**config.mk**
```make
export PLATFORM = sky130hd
export DESIGN_NAME = cordic_engine_flat
export DESIGN_NICKNAME = d
export VERILOG_FILES = /design/src/rtl/cordic_engine_if.sv /design/src/rtl/cordic_engine.sv /design/src/flat_wrapper.sv
export SDC_FILE = /design/constraint.sdc
export NUM_CORES = 1
export LEC_CHECK = 0
export CAP_MARGIN = 10
export CELL_PAD_IN_SITES_DETAIL_PLACEMENT = 1
export CELL_PAD_IN_SITES_GLOBAL_PLACEMENT = 1
export CORE_MARGIN = 5
export CORE_UTILIZATION = 51
export DETAILED_ROUTE_END_ITERATION = 12
export GPL_ROUTABILITY_DRIVEN = 0
export PLACE_DENSITY_LB_ADDON = 0.25
export SETUP_SLACK_MARGIN = 0.4
export SYNTH_ARGS = -nofsm -noshare
export SYNTH_HDL_FRONTEND = slang
export SYNTH_SLANG_ARGS = --single-unit
```
**constraint.sdc**
```tcl
create_clock -name clk -period 16.2 [get_ports clk]
set_input_delay 3.24 -clock clk [delete_from_list [all_inputs] [get_ports clk]]
set_output_delay 3.24 -clock clk [all_outputs]
set_load 0.005 [all_outputs]
```
**src/rtl/cordic_engine_if.sv**
```systemverilog
// FIFO-side signal bundle for cordic_engine: show-ahead angle FIFO read port and cos/sin FIFO write port.
// The engine is the master: it decides when to pop angles and push results.
interface cordic_engine_if #(
    parameter int DATA_WIDTH = 32
);
    logic                  in_empty;
    logic                  in_rd_en;
    logic [DATA_WIDTH-1:0] in_dout;
    logic                  out_full;
    logic                  out_wr_en;
    logic [DATA_WIDTH-1:0] cos_din;
    logic [DATA_WIDTH-1:0] sin_din;

    modport master (
        input  in_empty, in_dout, out_full,
        output in_rd_en, out_wr_en, cos_din, sin_din
    );

    modport slave (
        output in_empty, in_dout, out_full,
        input  in_rd_en, out_wr_en, cos_din, sin_din
    );
endinterface

```
**src/rtl/cordic_engine.sv**
```systemverilog
// Iterative rotation-mode CORDIC: pops one Q14 angle, runs NUM_ITER shift-add rotations,
// pushes cos/sin. One angle in flight; quadrant fold around +-PI/2 keeps the core in its convergence range.
module cordic_engine #(
    parameter int DATA_WIDTH = 32,
    parameter int FRAC_BITS  = 14,
    parameter int NUM_ITER   = 16
) (
    input  logic            clk,
    input  logic            reset,
    cordic_engine_if.master fifo
);
    typedef enum logic [1:0] {IDLE, LOAD, ITER, WRITE} state_t;
    typedef logic signed [DATA_WIDTH-1:0] word_t;

    localparam word_t      K       = word_t'(9949);
    localparam word_t      HALF_PI = word_t'(25736);
    localparam word_t      PI      = word_t'(51472);
    localparam logic [4:0] LAST    = 5'(NUM_ITER - 1);

    // Constants and atan table are Q14-only; refuse any other build.
    if (FRAC_BITS != 14 || NUM_ITER < 1 || NUM_ITER > 16) begin : g_bad_cfg
        $error("cordic_engine: unsupported FRAC_BITS/NUM_ITER");
    end

    function automatic word_t atan_lut(input logic [4:0] i);
        case (i)
            5'd0:    atan_lut = word_t'(12868);
            5'd1:    atan_lut = word_t'(7596);
            5'd2:    atan_lut = word_t'(4014);
            5'd3:    atan_lut = word_t'(2037);
            5'd4:    atan_lut = word_t'(1023);
            5'd5:    atan_lut = word_t'(512);
            5'd6:    atan_lut = word_t'(256);
            5'd7:    atan_lut = word_t'(128);
            5'd8:    atan_lut = word_t'(64);
            5'd9:    atan_lut = word_t'(32);
            5'd10:   atan_lut = word_t'(16);
            5'd11:   atan_lut = word_t'(8);
            5'd12:   atan_lut = word_t'(4);
            5'd13:   atan_lut = word_t'(2);
            5'd14:   atan_lut = word_t'(1);
            default: atan_lut = '0;
        endcase
    endfunction

    state_t     state_q, state_d;
    word_t      theta_q, theta_d;
    word_t      x_q, x_d, y_q, y_d, z_q, z_d;
    word_t      cos_q, cos_d, sin_q, sin_d;
    logic       neg_q, neg_d;
    logic [4:0] iter_q, iter_d;

    word_t      x_sh, y_sh, x_n, y_n, z_n;

    always_ff @(posedge clk or negedge reset) begin
        if (!reset) begin
            state_q <= IDLE;
            theta_q <= '0;
            x_q     <= '0;
            y_q     <= '0;
            z_q     <= '0;
            cos_q   <= '0;
            sin_q   <= '0;
            neg_q   <= 1'b0;
            iter_q  <= '0;
        end else begin
            state_q <= state_d;
            theta_q <= theta_d;
            x_q     <= x_d;
            y_q     <= y_d;
            z_q     <= z_d;
            cos_q   <= cos_d;
            sin_q   <= sin_d;
            neg_q   <= neg_d;
            iter_q  <= iter_d;
        end
    end

    always_comb begin
        state_d        = state_q;
        theta_d        = theta_q;
        x_d            = x_q;
        y_d            = y_q;
        z_d            = z_q;
        cos_d          = cos_q;
        sin_d          = sin_q;
        neg_d          = neg_q;
        iter_d         = iter_q;
        fifo.in_rd_en  = 1'b0;
        fifo.out_wr_en = 1'b0;

        x_sh = x_q >>> iter_q;
        y_sh = y_q >>> iter_q;
        // d = +1 when z >= 0, i.e. sign bit clear
        if (z_q[DATA_WIDTH-1]) begin
            x_n = x_q + y_sh;
            y_n = y_q - x_sh;
            z_n = z_q + atan_lut(iter_q);
        end else begin
            x_n = x_q - y_sh;
            y_n = y_q + x_sh;
            z_n = z_q - atan_lut(iter_q);
        end

        case (state_q)
            IDLE: begin
                // Gated by reset so no pop is requested while the core is held in reset.
                if (!fifo.in_empty && reset) begin
                    fifo.in_rd_en = 1'b1;
                    theta_d       = word_t'(fifo.in_dout);
                    state_d       = LOAD;
                end
            end
            LOAD: begin
                if (theta_q > HALF_PI) begin
                    z_d   = theta_q - PI;
                    neg_d = 1'b1;
                end else if (theta_q < -HALF_PI) begin
                    z_d   = theta_q + PI;
                    neg_d = 1'b1;
                end else begin
                    z_d   = theta_q;
                    neg_d = 1'b0;
                end
                x_d     = K;
                y_d     = '0;
                iter_d  = '0;
                state_d = ITER;
            end
            ITER: begin
                x_d    = x_n;
                y_d    = y_n;
                z_d    = z_n;
                iter_d = iter_q + 5'd1;
                if (iter_q == LAST) begin
                    cos_d   = neg_q ? -x_n : x_n;
                    sin_d   = neg_q ? -y_n : y_n;
                    state_d = WRITE;
                end
            end
            WRITE: begin
                if (!fifo.out_full) begin
                    fifo.out_wr_en = 1'b1;
                    state_d        = IDLE;
                end
            end
            default: state_d = IDLE;
        endcase
    end

    assign fifo.cos_din = cos_q;
    assign fifo.sin_din = sin_q;
endmodule
```
**src/flat_wrapper.sv**
```systemverilog
// flat-port wrapper written by rule: the top's interface ports become plain ports
module cordic_engine_flat 
#(
    parameter int DATA_WIDTH = 32,
    parameter int FRAC_BITS  = 14,
    parameter int NUM_ITER   = 16
)
  (clk, reset, fifo_in_empty, fifo_in_dout, fifo_out_full, fifo_in_rd_en, fifo_out_wr_en, fifo_cos_din, fifo_sin_din);
  cordic_engine_if #(.DATA_WIDTH(DATA_WIDTH)) fifo_i ();
  input  logic clk;
  input  logic reset;
  input wire logic [$bits(fifo_i.in_empty)-1:0] fifo_in_empty;
  input wire logic [$bits(fifo_i.in_dout)-1:0] fifo_in_dout;
  input wire logic [$bits(fifo_i.out_full)-1:0] fifo_out_full;
  output wire logic [$bits(fifo_i.in_rd_en)-1:0] fifo_in_rd_en;
  output wire logic [$bits(fifo_i.out_wr_en)-1:0] fifo_out_wr_en;
  output wire logic [$bits(fifo_i.cos_din)-1:0] fifo_cos_din;
  output wire logic [$bits(fifo_i.sin_din)-1:0] fifo_sin_din;
  assign fifo_i.in_empty = fifo_in_empty;
  assign fifo_i.in_dout = fifo_in_dout;
  assign fifo_i.out_full = fifo_out_full;
  assign fifo_in_rd_en = fifo_i.in_rd_en;
  assign fifo_out_wr_en = fifo_i.out_wr_en;
  assign fifo_cos_din = fifo_i.cos_din;
  assign fifo_sin_din = fifo_i.sin_din;
  cordic_engine #(.DATA_WIDTH(DATA_WIDTH), .FRAC_BITS(FRAC_BITS), .NUM_ITER(NUM_ITER)) u_core (.clk(clk), .reset(reset), .fifo(fifo_i));
endmodule
```
==> flow_metrics.py, run 1 <==
metrics = {
    "sta": {
        "fin_crit_sh_pct": 52.1,
        "slew_violations": 0,
        "fin_skew_ps": 19.0,
        "finalHoldViolations": 0,
        "tightest_slew_ps": 1080,
        "max_freq_ghz": 0.119,
        "fin_crit_ps": 8430,
        "rsz0062_at_grt": "no",
        "setup_viol": 0,
        "slew_headroom_pct": 27.7,
        "setup_tns_ps": 0,
    },
    "yosys": {
        "ys_seq_area_share_pct": 23.4,
        "ys_seq_elements": 200,
        "postSynthNetCount": 2849,
        "synth_area_per_cell_um2": 7.94,
        "ys_async_sr_fraction_pct": 100,
        "yosysMostFrequentCell": "nand2_1",
        "ys_types": 97,
        "syn_inst": 2691,
        "yosysWarnings": 0,
        "synth_top_flop_cell": "dfrtp_1",
        "synth_area_um2": 21400,
        "synth-edff-count": 0,
        "netlist_top_cells_area": "dfrtp_1 (23%), ha_1 (7.0%), nand2_1 (6.8%)",
        "synth_top_area_share_pct": 23.4,
        "synth_common_cells": "nand2_1 (386), o21ai_0 (217), dfrtp_1 (200)",
        "yosysTopAreaCell": "dfrtp_1",
    },
    "cts": {
        "cts-hold-fix-buffers": 0,
        "cts_buffers": 17,
        "postCtsSetupRepairBufs": 0,
        "clock-root-buffer": "clkbuf_16",
        "cts_sinks": 200,
        "cts_tree": "done",
        "clock_path_buffers": 2,
        "clock_latency_ps": 530,
        "clkSlewWorstSetupHoldPaths_ps": 80,
        "cts_resized": 0,
        "htree_levels": 4,
    },
    "worst_setup_path": {
        "cp_max_fo": 41,
        "required_ps": 16580,
        "reg2regPathDepth": 23,
        "rrSetupSlack_ps": 7770,
        "critical_path.endpoint_type": "register",
        "start_kind": "register",
        "r2r-end": "u_core.fifo.sin_din[31]",
        "criticalPathCategory": "reg2reg",
        "regToRegStartpoint": "u_core.iter_q[0]",
        "cp.arrival_ps": 8820,
    },
    "floorplanning": {
        "die_y_um": 215,
        "std_cell_rows": 75,
        "io_pins": 102,
        "die_area_um2": 46100,
        "core_region_area_um2": 41700,
        "die_x_um": 215,
        "start_util_pct": 51.3,
    },
    "global_route": {
        "grt_pass1_vias": 21800,
        "grt_pass1_wl_um": 119000,
        "grt_max_degree": 94,
        "antenna_found_initial": 1,
        "grt_usage_pct": 31.4,
        "grt_overflow_total": 0,
    },
    "drt": {
        "first_pass_iters": 8,
        "drtIter0Drc": 1851,
        "wl_per_cell_um": 22.9,
        "drc": 0,
        "vias_per_cell": 6.63,
        "antenna_left": 0,
        "drt-total-wl_um": 73900,
        "routed-via-count": 21400,
    },
    "worst_hold_path": {
        "hold_depth": 2,
        "hold_path.startpoint": "u_core.fifo.sin_din[10]",
        "min_to": "u_core.fifo.sin_din[10]",
        "hp-class": "reg2reg",
    },
    "cells_and_area": {
        "layout-drive-gt1-share_pct": 7.29,
        "syn2layout_area_growth_pct": 8.36,
        "layout.nets": 2834,
        "nFillCells": 5104,
    },
    "run_status": {
        "status": "finished clean",
    },
    "placed_design": {
        "dp_hpwl_um": 55300,
        "io_buffer_count": 101,
    },
    "run": {
        "maxCapViolations": 0,
    },
}
==> state kept, by name, summed over array words and instances, names as in the netlist <==
signal,cells
u_core.iter_q,5
u_core.x_q,32
u_core.z_q,32
u_core.theta_q,32
u_core.state_q,2
u_core.fifo.cos_din,32
u_core.fifo.sin_din,32
u_core.y_q,32
u_core.neg_q,1
==> metal layers <==
metal,GRT usage [%],wire length [um]
met4,14.6,3590
met1,38.9,29800
met2,52.7,35200
met3,6.21,5350
met5,0,0
==> per-stage QoR <==
stage               util, %  area [um^2]  setup WS (ps)  cells  hold WS (ps)
floorplan                 -        21400           9160   2691           457
global placement       54.2        22600           7780   3196           460
detailed placement     54.2        22600           7720   3196           473
CTS                    55.5        23100           7720   3227           488
global route           55.5        23100           7280   3227           507
finish                 55.5        23100           7770   3229           480
==> area by class of cell <==
cell class | instances | area [um^2] | area share (%)
Antenna cell | 2 | 5.00 | 0.0216
Clock buffer | 19 | 443 | 1.91
Clock inverter | 12 | 116 | 0.503
Inverter | 122 | 458 | 1.98
Multi-Input combinational cell | 2209 | 15200 | 65.8
Sequential cell | 200 | 5020 | 21.7
Tap cell | 539 | 674 | 2.91
Timing Repair Buffer | 126 | 1200 | 5.20
==> cell usage in the layout (no fill, tap or decap), drive strengths merged, types with 31 or more instances in the layout <==
cell type | synthesis | final
a21o | 49 | 49
a21oi | 188 | 188
a31oi | 36 | 36
and2 | 31 | 31
clkdlybuf4s50 | 0 | 100
dfrtp | 200 | 200
ha | 119 | 119
inv | 120 | 125
mux2i | 49 | 49
mux4 | 57 | 57
nand2 | 386 | 386
nand3 | 51 | 51
nor2 | 191 | 191
nor3 | 53 | 53
o21ai | 235 | 235
o22ai | 43 | 43
xnor2 | 134 | 134
xor2 | 95 | 95
==> worst max-delay path, stage by stage (launching register included) <==
cell,delay [ps]
dfrtp_4,860
buf_4,630
mux2_1,390
mux2i_2,510
o21ai_1,210
a211oi_1,620
ha_1,330
nand2_1,70
nor3_1,460
and4_1,420
nor2_1,110
xor2_1,210
ha_1,380
o21a_1,170
a2111oi_0,470
o21ai_0,260
and3_1,260
a211oi_1,230
xnor2_1,190
nor4b_1,560
nand2_1,200
o41ai_1,470
xor2_1,180
o21ai_1,70
==> worst max path at each step <==
stage | end | slack, ps | startpoint | cells past startpoint
3_3_place_gp | fifo_in_rd_en | 7780 | fifo_in_empty | 5
6_report | u_core.fifo.sin_din[31] | 7770 | u_core.iter_q[0] | 23
3_5_place_dp | fifo_in_rd_en | 7720 | fifo_in_empty | 5
4_1_cts | fifo_in_rd_en | 7720 | fifo_in_empty | 5
2_1_floorplan | fifo_in_rd_en | 9160 | fifo_in_empty | 3
5_1_grt | u_core.fifo.sin_din[31] | 7280 | u_core.iter_q[0] | 23
==> logic make-up (layout without fill, tap and decap cells) <==
kind of cell               count (synthesis)  count (layout)  synth area share (%)
AOI/OAI and AO/OA                        812             812                  24.4
buffers and inverters                    282             279                  5.41
DFF                                      200             200                  23.4
muxes                                    136             136                  9.94
adders and majority gates                122             122                  7.25
and+or+nand+nor                          909             909                  20.1
other                                      0               2                     0
xor gates and xnor gates                 230             230                  9.50
Power of run 1 is not shown: default switching activity piles up to over one toggle a cycle in this logic, so the estimate is an artifact.
==> run 2, diff against run 1 <==
CORE_UTILIZATION = 43   (was 51)
clock period = 7.6 ns   (was 16.2 ns; I/O delays follow)
==> run 2 against run 1 <==
Compared with the run above:
- clock skew shrank 1.4 ps
- fmax grew 22%
- global-route usage shrank 3.5 points
- critical path type unchanged
- flip-flop and latch count is the same
- cell area grew 3.1%
- wire length grew 3.5%
- worst hold slack lost 1.5 ps
- first-iteration DRC count shrank 18%
- die area grew 18%
- sequential share of layout area shrank 0.66 points
- register-to-register slack lost 7100 ps
- via count grew 0.31%
- critical endpoint is now u_core.fifo.sin_din[30]
==> flow_metrics.py, run 2 (synthesized netlist as in run 1, its figures left out) <==
metrics = {
    "run_status": {
        "status": "finished clean",
    },
    "sta": {
        "rsz0062_at_grt": "no",
        "slew_violations": 0,
        "max_freq_ghz": 0.145,
        "finalHoldViolations": 0,
        "setup_viol": 0,
        "setup_tns_ps": 0,
        "fin_crit_sh_pct": 90.7,
        "tightest_slew_ps": 1150,
        "slew_headroom_pct": 22.8,
        "fin_crit_ps": 6900,
        "fin_skew_ps": 17.6,
    },
    "drt": {
        "antenna_left": 0,
        "first_pass_iters": 5,
        "drc": 0,
        "drt-total-wl_um": 76500,
        "routed-via-count": 21500,
        "vias_per_cell": 6.31,
        "drtIter0Drc": 1514,
        "wl_per_cell_um": 22.5,
    },
    "cts": {
        "cts_buffers": 17,
        "clock_path_buffers": 2,
        "htree_levels": 4,
        "cts_sinks": 200,
        "clock_latency_ps": 510,
        "clock-root-buffer": "clkbuf_16",
        "cts_tree": "done",
        "cts-hold-fix-buffers": 0,
        "clkSlewWorstSetupHoldPaths_ps": 90,
    },
    "worst_setup_path": {
        "criticalPathCategory": "reg2reg",
        "cp.arrival_ps": 7280,
        "critical_path.endpoint_type": "register",
        "cp_slowest_stage_delay_ps": 580,
        "critPathBufInv": 2,
        "required_ps": 7980,
        "cp_max_fo": 20,
        "start_kind": "register",
        "cp_cell_sequence": "buf_12 > mux4_2 > mux4_2 > nand2_1 > o21a_1 > nand3_1 > nor2_1 > a21oi_1 > xnor2_1 > ha_1 > and4_1 > and3_1 > a31oi_2 > nand2_1 > or3_1 > a211o_1 > nor4b_1 > buf_4 > nand4_1 > o31ai_1 > xnor2_1 > o21ai_1",
        "cp_top_family": "simple AND/OR/NAND/NOR gates",
        "critPathSlowestCell": "mux4_2",
    },
    "placed_design": {
        "io_buffer_count": 101,
        "dp_hpwl_um": 58300,
    },
    "floorplanning": {
        "die_x_um": 233,
        "die_y_um": 233,
        "die_area_um2": 54200,
        "std_cell_rows": 81,
        "io_pins": 102,
        "core_region_area_um2": 49100,
        "start_util_pct": 43.5,
    },
    "cells_and_area": {
        "seq_area_um2": 5020,
        "nFillCells": 6045,
        "multi_input_area_um2": 15300,
        "fin_util_pct": 48.7,
        "layout_commonest_cell": "nand2_1",
        "syn2layout_area_growth_pct": 11.8,
        "antennaDiodeCount": 0,
        "mostFrequentLayoutCells": "nand2_1 (384), o21ai_0 (216), dfrtp_1 (195)",
        "layout-drive-gt1-share_pct": 9.63,
        "layout.nets": 2888,
    },
    "global_route": {
        "grt_overflow_total": 0,
        "grt_usage_pct": 27.8,
        "grt_pass1_vias": 22200,
        "antenna_found_initial": 0,
        "grt_pass1_wl_um": 121000,
        "grt_max_degree": 75,
    },
    "run": {
        "maxCapViolations": 0,
    },
    "worst_hold_path": {
        "hp-class": "reg2reg",
    },
}
run 2: final cells by class:
class                           instances  share of cell area [%]
Tap cell                              664                    3.48
Inverter                              122                    1.93
Clock buffer                           18                    1.84
Clock inverter                         13                   0.461
Sequential cell                       200                    21.0
Multi-Input combinational cell       2209                    64.2
Timing Repair Buffer                  180                    7.04
run 2: routing by layer:
layer  vias to the layer above  GRT usage (%)  part of all wire, %
li1                       9862              -                    -
met1                     10600           35.2                   41
met2                       817           46.9                   47
met3                       221           5.26                  7.3
met4                         0           11.2                  3.9
met5                         -              0                    0
run 2: timing repair:
item | in CTS | in global routing
endpoints found under the setup margin | 15 | 25
gates resized for setup | 2 | 17
pin swaps | 0 | 1
setup buffers | 2 | 11
run 2: worst register-to-register path, delay by kind of cell, from the launching register on:
kind	cells	cell delay, ps
mux	2	1090
xor+xnor	2	560
compound gates	6	1580
fa+ha+maj	1	440
simple gates	9	2130
flops	1	570
buf+inv	2	440
run 2: worst paths after layout:
path	startpoint	to	slack, ps	cells past startpoint
setup / recovery	u_core.iter_q[0]	u_core.fifo.sin_din[30]	700	22
hold / removal	u_core.fifo.sin_din[0]	u_core.fifo.sin_din[0]	480	2
setup reg to reg	u_core.iter_q[0]	u_core.fifo.sin_din[30]	700	22
hold reg to reg	u_core.fifo.sin_din[0]	u_core.fifo.sin_din[0]	480	2
max in group asynchronous	reset	u_core.y_q[2]	4740	3
min in group asynchronous	reset	u_core.fifo.sin_din[7]	870	1
run 2: metrics by stage:
stage          worst slack (ps)  hold slack [ps]  area (um^2)  cells
4_1_cts                     437              486        23700   3395
5_1_grt                     380              508        23900   3406
3_3_place_gp                366              462        23100   3362
3_5_place_dp                206              469        23100   3362
6_report                    703              479        23900   3406
2_1_floorplan              1250              457        21400   2691
Power of run 2 is left out for the same reason.
==> run 3, diff against run 2 <==
GPL_TIMING_DRIVEN = 0   (was unset)
TNS_END_PERCENT = 100   (was unset)
==> run 3 against run 2 <==
Compared with the run above:
- utilization increased by 2.2 points
- largest cell class unchanged
- critical path depth up 6
- non-clock buffer count up 131
- wire length is 18% higher
==> flow_metrics.py, run 3 (synthesized netlist as in run 1, its figures left out) <==
metrics = {
    "floorplanning": {
        "core_region_area_um2": 49100,
        "die_x_um": 233,
        "start_util_pct": 43.5,
        "die_y_um": 233,
        "io_pins": 102,
        "std_cell_rows": 81,
        "die_area_um2": 54200,
    },
    "drt": {
        "first_pass_iters": 11,
        "drtIter0Drc": 2307,
        "drc": 0,
        "vias_per_cell": 6.51,
        "drt-total-wl_um": 90500,
        "antenna_left": 0,
        "wl_per_cell_um": 25.6,
        "routed-via-count": 23000,
    },
    "global_route": {
        "grt_pass1_vias": 23400,
        "grt_usage_pct": 32.4,
        "antenna_found_initial": 3,
        "grt_pass1_wl_um": 137000,
        "grt_overflow_total": 0,
        "grt_max_degree": 109,
    },
    "placed_design": {
        "io_buffer_count": 101,
        "dp.cells": 3459,
        "dpl_worst_slack_ps": -1270,
        "dp_hpwl_um": 67900,
    },
    "cts": {
        "clock-root-buffer": "clkbuf_16",
        "htree_levels": 4,
        "cts_tree": "done",
        "cts_buffers": 17,
        "clkSlewWorstSetupHoldPaths_ps": 80,
        "cts-hold-fix-buffers": 0,
        "clock_latency_ps": 520,
        "clock_path_buffers": 2,
        "cts_sinks": 200,
    },
    "cells_and_area": {
        "layout-drive-gt1-share_pct": 12.1,
        "layout.nets": 3019,
        "mostFrequentLayoutCells": "nand2_1 (384), o21ai_0 (212), dfrtp_1 (196)",
        "final_cells": 3540,
        "layout_commonest_cell": "nand2_1",
        "syn2layout_area_growth_pct": 16.8,
    },
    "worst_setup_path": {
        "criticalPathCategory": "reg2reg",
        "cp.arrival_ps": 7720,
        "reg2regPathDepth": 28,
        "cp_slowest_stage_delay_ps": 520,
        "critPathSlowestCell": "dfrtp_2",
        "r2r-end": "u_core.fifo.cos_din[31]",
        "cp_max_fo": 10,
        "start_kind": "register",
        "required_ps": 7990,
        "rrSetupSlack_ps": 270,
        "regToRegStartpoint": "u_core.iter_q[1]",
        "critical_path.endpoint_type": "register",
    },
    "sta": {
        "setup_ws_ps": 269,
        "setup_viol": 0,
        "fin_crit_sh_pct": 96.5,
        "finalHoldViolations": 0,
        "slew_violations": 0,
        "fin_skew_ps": 8.40,
        "rsz0062_at_grt": "yes",
        "fin_crit_ps": 7330,
        "max_freq_ghz": 0.136,
        "slew_headroom_pct": 12.0,
        "tightest_slew_ps": 1320,
    },
    "run": {
        "maxCapViolations": 0,
    },
    "worst_hold_path": {
        "min_to": "u_core.fifo.sin_din[2]",
        "hp-class": "reg2reg",
        "hold_path.startpoint": "u_core.fifo.sin_din[2]",
        "hold_depth": 2,
    },
    "run_status": {
        "status": "finished clean",
    },
}
==> run 3: cell count changes in the layout (fill, tap and decap cells not counted), moves of 5 or more <==
cell | previous run | this run
a21oi_1 | 188 | 180
mux2i_1 | 48 | 38
buf_6 | 0 | 5
xnor2_2 | 2 | 9
xnor2_1 | 132 | 125
clkbuf_2 | 0 | 16
mux2i_2 | 1 | 7
buf_2 | 0 | 16
clkbuf_4 | 0 | 6
a21oi_2 | 0 | 7
buf_1 | 0 | 18
clkbuf_1 | 0 | 89
buf_4 | 73 | 50
==> run 3: per-stage QoR <==
stage	hold WS [ps]	area, um^2	util, %	setup TNS (ps)
floorplan	457	21400	-	0
global placement	461	23200	47.3	-911010
detailed placement	469	23200	47.4	-12910
CTS	485	24300	49.6	0
global route	521	24900	50.8	0
finish	476	24900	50.9	0
==> run 3: what timing repair did <==
action	in CTS	in global routing
buffers inserted	17	30
cloned	0	0
pin swaps	15	26
setup endpoints to repair	52	33
resized for setup	86	96
==> run 3: worst max-delay path by stage <==
stage / startpoint / slack [ps] / endpoint / cells past startpoint
after global routing: u_core.iter_q[1] / 100 / u_core.fifo.cos_din[31] / 27
final: u_core.iter_q[1] / 270 / u_core.fifo.cos_din[31] / 28
after detailed placement: u_core.iter_q[1] / -1270 / u_core.fifo.cos_din[31] / 28
after global placement: reset / -5990 / fifo_in_rd_en / 5
after CTS: u_core.iter_q[0] / 350 / u_core.fifo.cos_din[31] / 27
after floorplan: u_core.iter_q[1] / 1250 / u_core.fifo.cos_din[31] / 28
==> run 3: worst max-delay path: cells and delay by family (launching register included) <==
kind                       cells  cell delay (ps)
AOI/OAI and AO/OA              9             1890
muxes                          1              370
adders and majority gates      2              610
and+or+nand+nor                9             2110
DFF                            1              520
xor gates and xnor gates       3              830
buffers and inverters          4              860
==> run 3: layout make-up <==
type	instances	area [um^2]
Timing Repair Buffer	151	1410
Clock buffer	19	453
Buffer	160	837
Fill cell	6018	24100
Antenna cell	2	5.00
Tap cell	664	831
Multi-Input combinational cell	2209	15800
Inverter	122	458
Sequential cell	200	5010
Clock inverter	13	134
==> run 3: metal layers <==
layer / up-vias / global-route usage, % / wire, um
met5: - / 0 / 11
met4: 2 / 17.1 / 6150
met3: 406 / 8.65 / 8120
met2: 1113 / 52.3 / 41200
met1: 11400 / 39.5 / 35000
li1: 10200 / - / -
Power of run 3 is left out for the same reason.
